[src/rtl/gelato_ram_arbiter.sv]
// Round-robin arbiter sharing one data-RAM port among NUM_REQ valid/done requesters.
// Latency: grant one edge after req_valid; req_done one edge after ram_done; 3 cycles + RAM latency per txn.
// Backpressure: requesters hold req_valid until req_done; rdy=0 freezes every register and output.
module gelato_ram_arbiter #(
    parameter int NUM_REQ    = 2,
    parameter int ADDR_WIDTH = 32,
    parameter int DATA_WIDTH = 32,
    parameter int IDX_WIDTH  = $clog2(NUM_REQ)
) (
    input  logic                          clk,
    input  logic                          rst_n,
    input  logic                          rdy,
    input  logic [NUM_REQ-1:0]            req_valid,
    input  logic [NUM_REQ-1:0]            req_write,
    input  logic [NUM_REQ*ADDR_WIDTH-1:0] req_addr,
    input  logic [NUM_REQ*DATA_WIDTH-1:0] req_wdata,
    output logic [NUM_REQ-1:0]            req_done,
    output logic [DATA_WIDTH-1:0]         req_rdata,
    output logic                          ram_valid,
    output logic                          ram_write,
    output logic [ADDR_WIDTH-1:0]         ram_addr,
    output logic [DATA_WIDTH-1:0]         ram_wdata,
    input  logic                          ram_done,
    input  logic [DATA_WIDTH-1:0]         ram_rdata,
    output logic [IDX_WIDTH-1:0]          grant_idx
);

    typedef enum logic [1:0] {
        IDLE = 2'd0,
        BUSY = 2'd1,
        RESP = 2'd2
    } state_t;

    localparam logic [IDX_WIDTH:0]   NUM_REQ_W = (IDX_WIDTH+1)'(NUM_REQ);
    localparam logic [IDX_WIDTH-1:0] LAST_IDX  = IDX_WIDTH'(NUM_REQ - 1);

    state_t                  state_q,     state_d;
    logic [IDX_WIDTH-1:0]    rr_ptr_q,    rr_ptr_d;
    logic [IDX_WIDTH-1:0]    grant_idx_q, grant_idx_d;
    logic                    ram_valid_q, ram_valid_d;
    logic                    ram_write_q, ram_write_d;
    logic [ADDR_WIDTH-1:0]   ram_addr_q,  ram_addr_d;
    logic [DATA_WIDTH-1:0]   ram_wdata_q, ram_wdata_d;
    logic [NUM_REQ-1:0]      req_done_q,  req_done_d;
    logic [DATA_WIDTH-1:0]   req_rdata_q, req_rdata_d;

    logic                    srch_found;
    logic [IDX_WIDTH-1:0]    srch_idx;
    logic [IDX_WIDTH:0]      srch_cand;

    // Rotating priority search: first valid requester at or after rr_ptr, wrapping.
    always_comb begin
        srch_found = 1'b0;
        srch_idx   = rr_ptr_q;
        srch_cand  = '0;
        for (int k = 0; k < NUM_REQ; k++) begin
            srch_cand = {1'b0, rr_ptr_q} + (IDX_WIDTH+1)'(k);
            if (srch_cand >= NUM_REQ_W) begin
                srch_cand = srch_cand - NUM_REQ_W;
            end
            if (!srch_found && req_valid[srch_cand[IDX_WIDTH-1:0]]) begin
                srch_found = 1'b1;
                srch_idx   = srch_cand[IDX_WIDTH-1:0];
            end
        end
    end

    always_comb begin
        state_d     = state_q;
        rr_ptr_d    = rr_ptr_q;
        grant_idx_d = grant_idx_q;
        ram_valid_d = ram_valid_q;
        ram_write_d = ram_write_q;
        ram_addr_d  = ram_addr_q;
        ram_wdata_d = ram_wdata_q;
        req_done_d  = req_done_q;
        req_rdata_d = req_rdata_q;

        case (state_q)
            IDLE: begin
                if (srch_found) begin
                    grant_idx_d = srch_idx;
                    ram_valid_d = 1'b1;
                    ram_write_d = req_write[srch_idx];
                    ram_addr_d  = req_addr[srch_idx*ADDR_WIDTH +: ADDR_WIDTH];
                    ram_wdata_d = req_wdata[srch_idx*DATA_WIDTH +: DATA_WIDTH];
                    state_d     = BUSY;
                end
            end
            BUSY: begin
                if (ram_done) begin
                    ram_valid_d             = 1'b0;
                    req_done_d              = '0;
                    req_done_d[grant_idx_q] = 1'b1;
                    if (!ram_write_q) begin
                        req_rdata_d = ram_rdata;
                    end
                    // Winner drops to lowest priority for the next round.
                    rr_ptr_d = (grant_idx_q == LAST_IDX) ? '0 : grant_idx_q + 1'b1;
                    state_d  = RESP;
                end
            end
            RESP: begin
                req_done_d = '0;
                state_d    = IDLE;
            end
            default: begin
                ram_valid_d = 1'b0;
                req_done_d  = '0;
                state_d     = IDLE;
            end
        endcase
    end

    always_ff @(posedge clk or negedge rst_n) begin
        if (!rst_n) begin
            state_q     <= IDLE;
            rr_ptr_q    <= '0;
            grant_idx_q <= '0;
            ram_valid_q <= 1'b0;
            ram_write_q <= 1'b0;
            ram_addr_q  <= '0;
            ram_wdata_q <= '0;
            req_done_q  <= '0;
            req_rdata_q <= '0;
        end else if (rdy) begin
            state_q     <= state_d;
            rr_ptr_q    <= rr_ptr_d;
            grant_idx_q <= grant_idx_d;
            ram_valid_q <= ram_valid_d;
            ram_write_q <= ram_write_d;
            ram_addr_q  <= ram_addr_d;
            ram_wdata_q <= ram_wdata_d;
            req_done_q  <= req_done_d;
            req_rdata_q <= req_rdata_d;
        end
    end

    assign req_done  = req_done_q;
    assign req_rdata = req_rdata_q;
    assign ram_valid = ram_valid_q;
    assign ram_write = ram_write_q;
    assign ram_addr  = ram_addr_q;
    assign ram_wdata = ram_wdata_q;
    assign grant_idx = grant_idx_q;

    a_done_onehot0: assert property (@(posedge clk) disable iff (!rst_n) $onehot0(req_done_q));
    a_valid_busy:   assert property (@(posedge clk) disable iff (!rst_n) ram_valid_q == (state_q == BUSY));

endmodule
[config.mk]
export PLATFORM = sky130hd
export DESIGN_NAME = gelato_ram_arbiter
export DESIGN_NICKNAME = d
export VERILOG_FILES = /design/src/rtl/gelato_ram_arbiter.sv
export SDC_FILE = /design/constraint.sdc
export NUM_CORES = 1
export LEC_CHECK = 0
export ABC_AREA = 0
export CORE_MARGIN = 5
export CORE_UTILIZATION = 40
export CTS_CLUSTER_DIAMETER = 60
export DETAILED_ROUTE_END_ITERATION = 8
export MAX_ROUTING_LAYER = met4
export PLACE_DENSITY = 0.95
export SLEW_MARGIN = 40
export SYNTH_ARGS = -nofsm -noshare
export SYNTH_HDL_FRONTEND = slang
export SYNTH_SLANG_ARGS = --single-unit
[constraint.sdc]
create_clock -name clk -period 4 [get_ports clk]
set_clock_uncertainty 0.1 [all_clocks]
set_input_delay 0.6 -clock clk [delete_from_list [all_inputs] [get_ports clk]]
set_output_delay 0.6 -clock clk [all_outputs]
set_load 0.1 [all_outputs]
### Yosys cells after proc, flatten, opt, wreduce, memory -nomap -nowiden

Cells that the tools add are included.

* $add $sub $neg: 4
* order comparisons: 7
* equality and inequality tests: 4
* shifts and indexed selects: 2
* multiplexer cells: 23
* bitwise operators: 3
* reductions and logical operators: 10

Operators with widths (number)
* variable part select 64 x 7 -> 32 bit: 2
* 2-to-1 mux 1 bit: 16
* AND reduction 3 bit: 4
* less-than comparator 1 x 2 -> 1 bit (second input constant): 4
* case mux 2 bit (2 select lines): 2
* AND reduction 4 bit: 2
* 2-to-1 mux 2 bit: 3
* inequality test 2 bit (second input constant): 2
* inverter 1 bit: 3
* case mux 1 bit (3 select lines): 1
* adder 1 x 1 -> 2 bit (second input constant): 1
* equality test 2 x 1 -> 1 bit (second input constant): 1
* equality test 2 bit (second input constant): 1
* greater-or-equal comparator 1 x 2 -> 1 bit (second input constant): 1
* greater-or-equal comparator 2 bit (second input constant): 1
* logical AND 1 bit: 2
* zero test 2 bit: 1
* subtractor 1 bit (second input constant): 2
* adder 1 bit (second input constant): 1
* demux 1 bit (select 1 bit): 1
* greater-or-equal comparator 1 bit (second input constant): 1
* zero test 1 bit: 1

* register bits after elaboration: 104
* input port bits: 168
* logic and storage cells: 62

### Logic depth before layout (Yosys ltp)

* word-level depth: 10
* depth in mapped cells: 6
* gate-level depth less buffers: 4

### Worst setup path before layout

No wires, ideal clock.

* kind: reg2reg
* start point: register ram_write_q, in the netlist ram_write
* end point: register req_rdata_q[10], in the netlist req_rdata[10]
* library setup time: 125 ps
* data arrival time: 1595 ps
* data required time: 3775 ps
* path slack: 2179 ps
* cell stages (with the launch flop): 4
* buffers on the path: 1
* cell sequence: dfrtp_1 > nor2_2 > buf_4 > mux2_2

* word-level cells in the longest chain between the ends: 2

Ends and longest elaborated chain
* start, declared: RTL line 41 `logic ram_write_q, ram_write_d;`
* start signal, assigned: RTL line 131 `ram_write_q <= ram_write_d;`
* inverter 1 bit (no source line)
* AND reduction 4 bit (no source line)
* end signal, assigned: RTL line 135 `req_rdata_q <= req_rdata_d;`
* end, declared: RTL line 45 `logic [DATA_WIDTH-1:0] req_rdata_q, req_rdata_d;`

No other way between the ends.
A chain may end at the register's enable or synchronous reset.

### Final worst setup path

* start point: input port rdy
* end point: register req_rdata_q[8], in the netlist req_rdata[8]

* word-level cells in the longest chain between the ends: 1

Ends and longest elaborated chain
* start, declared: RTL line 12 `input logic rdy,`
* AND reduction 4 bit (no source line)

No other way between the ends.

==> impl_metrics.json <==
{
  "status": "completed",
  "cts_setup_buffers": 0,
  "setup_viol": 0,
  "synth.yosys.seq_area_share_pct": 59.0,
  "place_congestion": 0.880,
  "totalWireLength_um": 14100,
  "grt_max_degree": 120,
  "yosysWarnings": 0,
  "h-tree-depth": 3,
  "synth_area_mm2": 0.00441,
  "ant_nets": 0,
  "fin_ws_ns": 1.68,
  "synth_area_leaders": "dfrtp_1 59%, nand2_1 11%, a31oi_1 9.2%",
  "cp_max_fo": 32,
  "ff2ff_path_depth": 5,
  "worstPathRequired_ns": 4.15,
  "place_ws_ns": 1.30,
  "slew_viol_final": 0,
  "ctsHoldBuffers": 0,
  "grt_pass1_vias": 4507,
  "die_area_mm2": 0.0132,
  "slowest_delay_ns": 0.60,
  "fin_setup_tns_ns": 0,
  "hold_viol_final": 0,
  "worstMarginPinSlew_ns": 0.657,
  "place_area_mm2": 0.00672,
  "path_cells": "clkdlybuf4s50_1 > nand3_1 > nand2b_1 > nor2_2 > buf_4 > mux2_2",
  "portBuffers": 268,
  "syn_to_final_growth_pct": 56.6,
  "final.min_clock_period_ns": 2.32,
  "cts_made_buffers": 9,
  "worst_path_max_delay_cell": "clkdlybuf4s50_1",
  "final_common_cell": "clkdlybuf4s50_1",
  "finish.utilization_pct": 63.7,
  "first_pass_iters": 5,
  "vias": 4356,
  "die_w_um": 115,
  "synth_cells": 455,
  "mostFrequentLayoutCells": "166 x clkdlybuf4s50_1, 133 x nand2_1, 104 x dfrtp_1, 101 x buf_2, 67 x nor2_1",
  "wl_per_cell_um": 16.4,
  "ios": 269,
  "fmax_mhz": 431,
  "dp_hpwl_um": 10800,
  "die_h_um": 115,
  "cts_buffer_depth": 2,
  "slew_headroom_pct": 56.2,
  "diodes": 0,
  "grt.overflow.total": 0,
  "post_cts_resize_count": 0,
  "clk_latency_ns": 0.36,
  "rsz0062_at_grt": "false",
  "drive_above_1_share_pct": 22.5,
  "cp.arrival_ns": 2.47,
  "drc": 0,
  "drt_iter0_markers": 237,
  "syn_nets": 623,
  "grt_pass1_wl_um": 21800,
  "synth-seq-cells": 104,
  "hold_class": "in -> async",
  "maxCapViolCount": 0,
  "rows": 38,
  "synth_top_area_share_pct": 59.0,
  "start_kind": "input port",
  "design.core.area_mm2": 0.0108,
  "ys_types": 22,
  "design_area_mm2": 0.00691,
  "antenna_found_initial": 0,
  "path_clk_slew_ns": 0.11,
  "yosys.area.top_type": "dfrtp_1",
  "end_kind": "flop",
  "drt-vias-per-instance": 5.08,
  "cts.sinks": 104,
  "root_buffer": "clkbuf_8",
  "grt_usage_pct": 21.4,
  "avgSynthCellArea_um2": 9.69,
  "cts_tree": "done",
  "final.period_utilization_pct": 58.0,
  "layout.nets": 880,
  "initial_core_util_pct": 40.7,
  "crit_type": "in -> reg"
}
==> cells in the mapped netlist <==
library cell and count:
a21o_1 3, a21oi_1 2, a2bb2oi_1 1, a31oi_1 65
buf_1 6, buf_2 9, buf_4 3, clkbuf_1 13
dfrtp_1 104, inv_1 4, mux2_1 2, mux2_2 30
nand2_1 133, nand2b_1 2, nand3_1 1, nor2_1 67
nor2_2 1, nor2b_1 1, nor4b_4 1, o211ai_1 1
o21ai_0 4, o22ai_1 2
==> path summary, 6_finish.rpt <==
check,start,slack [ns],to
min in group clk,req_rdata[6],0.40,req_rdata[6]
max reg2reg,rr_ptr_q,1.95,ram_addr[22]
max,rdy,1.68,req_rdata[8]
max in group asynchronous,rst_n,2.87,ram_wdata[13]
min,rst_n,0.15,ram_wdata[20]
min reg2reg,req_rdata[6],0.40,req_rdata[6]
==> area by class of cell <==
| cell class | count | area (µm²) |
|---|---|---|
| Tap cell | 140 | 175 |
| Clock buffer | 9 | 124 |
| Inverter | 4 | 15.0 |
| Sequential cell | 104 | 2600 |
| Timing Repair Buffer | 277 | 2260 |
| Clock inverter | 7 | 62.6 |
| Multi-Input combinational cell | 316 | 1670 |
| Fill cell | 834 | 3940 |
==> metal layers <==
| layer | track usage (%) | up-vias | wire, µm |
|---|---|---|---|
| li1 | - | 2040 | - |
| met1 | 24.4 | 2072 | 5240 |
| met2 | 37.3 | 215 | 7280 |
| met3 | 4.37 | 29 | 1180 |
| met4 | 7.20 | 0 | 366 |
| met5 | - | - | 0 |
==> sequential cells by signal (all words and copies together) (netlist names) <==
name	cells
grant_idx	1
ram_addr	32
ram_valid	1
ram_wdata	32
ram_write	1
req_done	2
req_rdata	32
rr_ptr_q	1
state_q	2
==> cell families after synthesis <==
| group | Yosys count | share of synthesized area (%) |
|---|---|---|
| and+or+nand+nor | 206 | 18.2 |
| DFF | 104 | 59.0 |
| AOI/OAI and AO/OA | 78 | 11.1 |
| buffers and inverters | 35 | 3.49 |
| muxes | 32 | 8.17 |
==> critical path, delay by kind of cell <==
| family | cells | cell delay, ns |
|---|---|---|
| simple gates | 3 | 0.49 |
| mux | 1 | 0.39 |
| buf+inv | 2 | 0.97 |
==> through the flow <==
| stage | hold WS, ns | std cells |
|---|---|---|
| final | 0.154 | 857 |
| after global routing | 0.199 | 857 |
| after CTS | 0.189 | 857 |
| after detailed placement | 0.378 | 841 |
| after global placement | 0.359 | 841 |
| after floorplan | 0.204 | 455 |
Power is left out: the tool's default activity adds up to more than one toggle a clock period on the data nets, which glitch-free logic cannot reach.
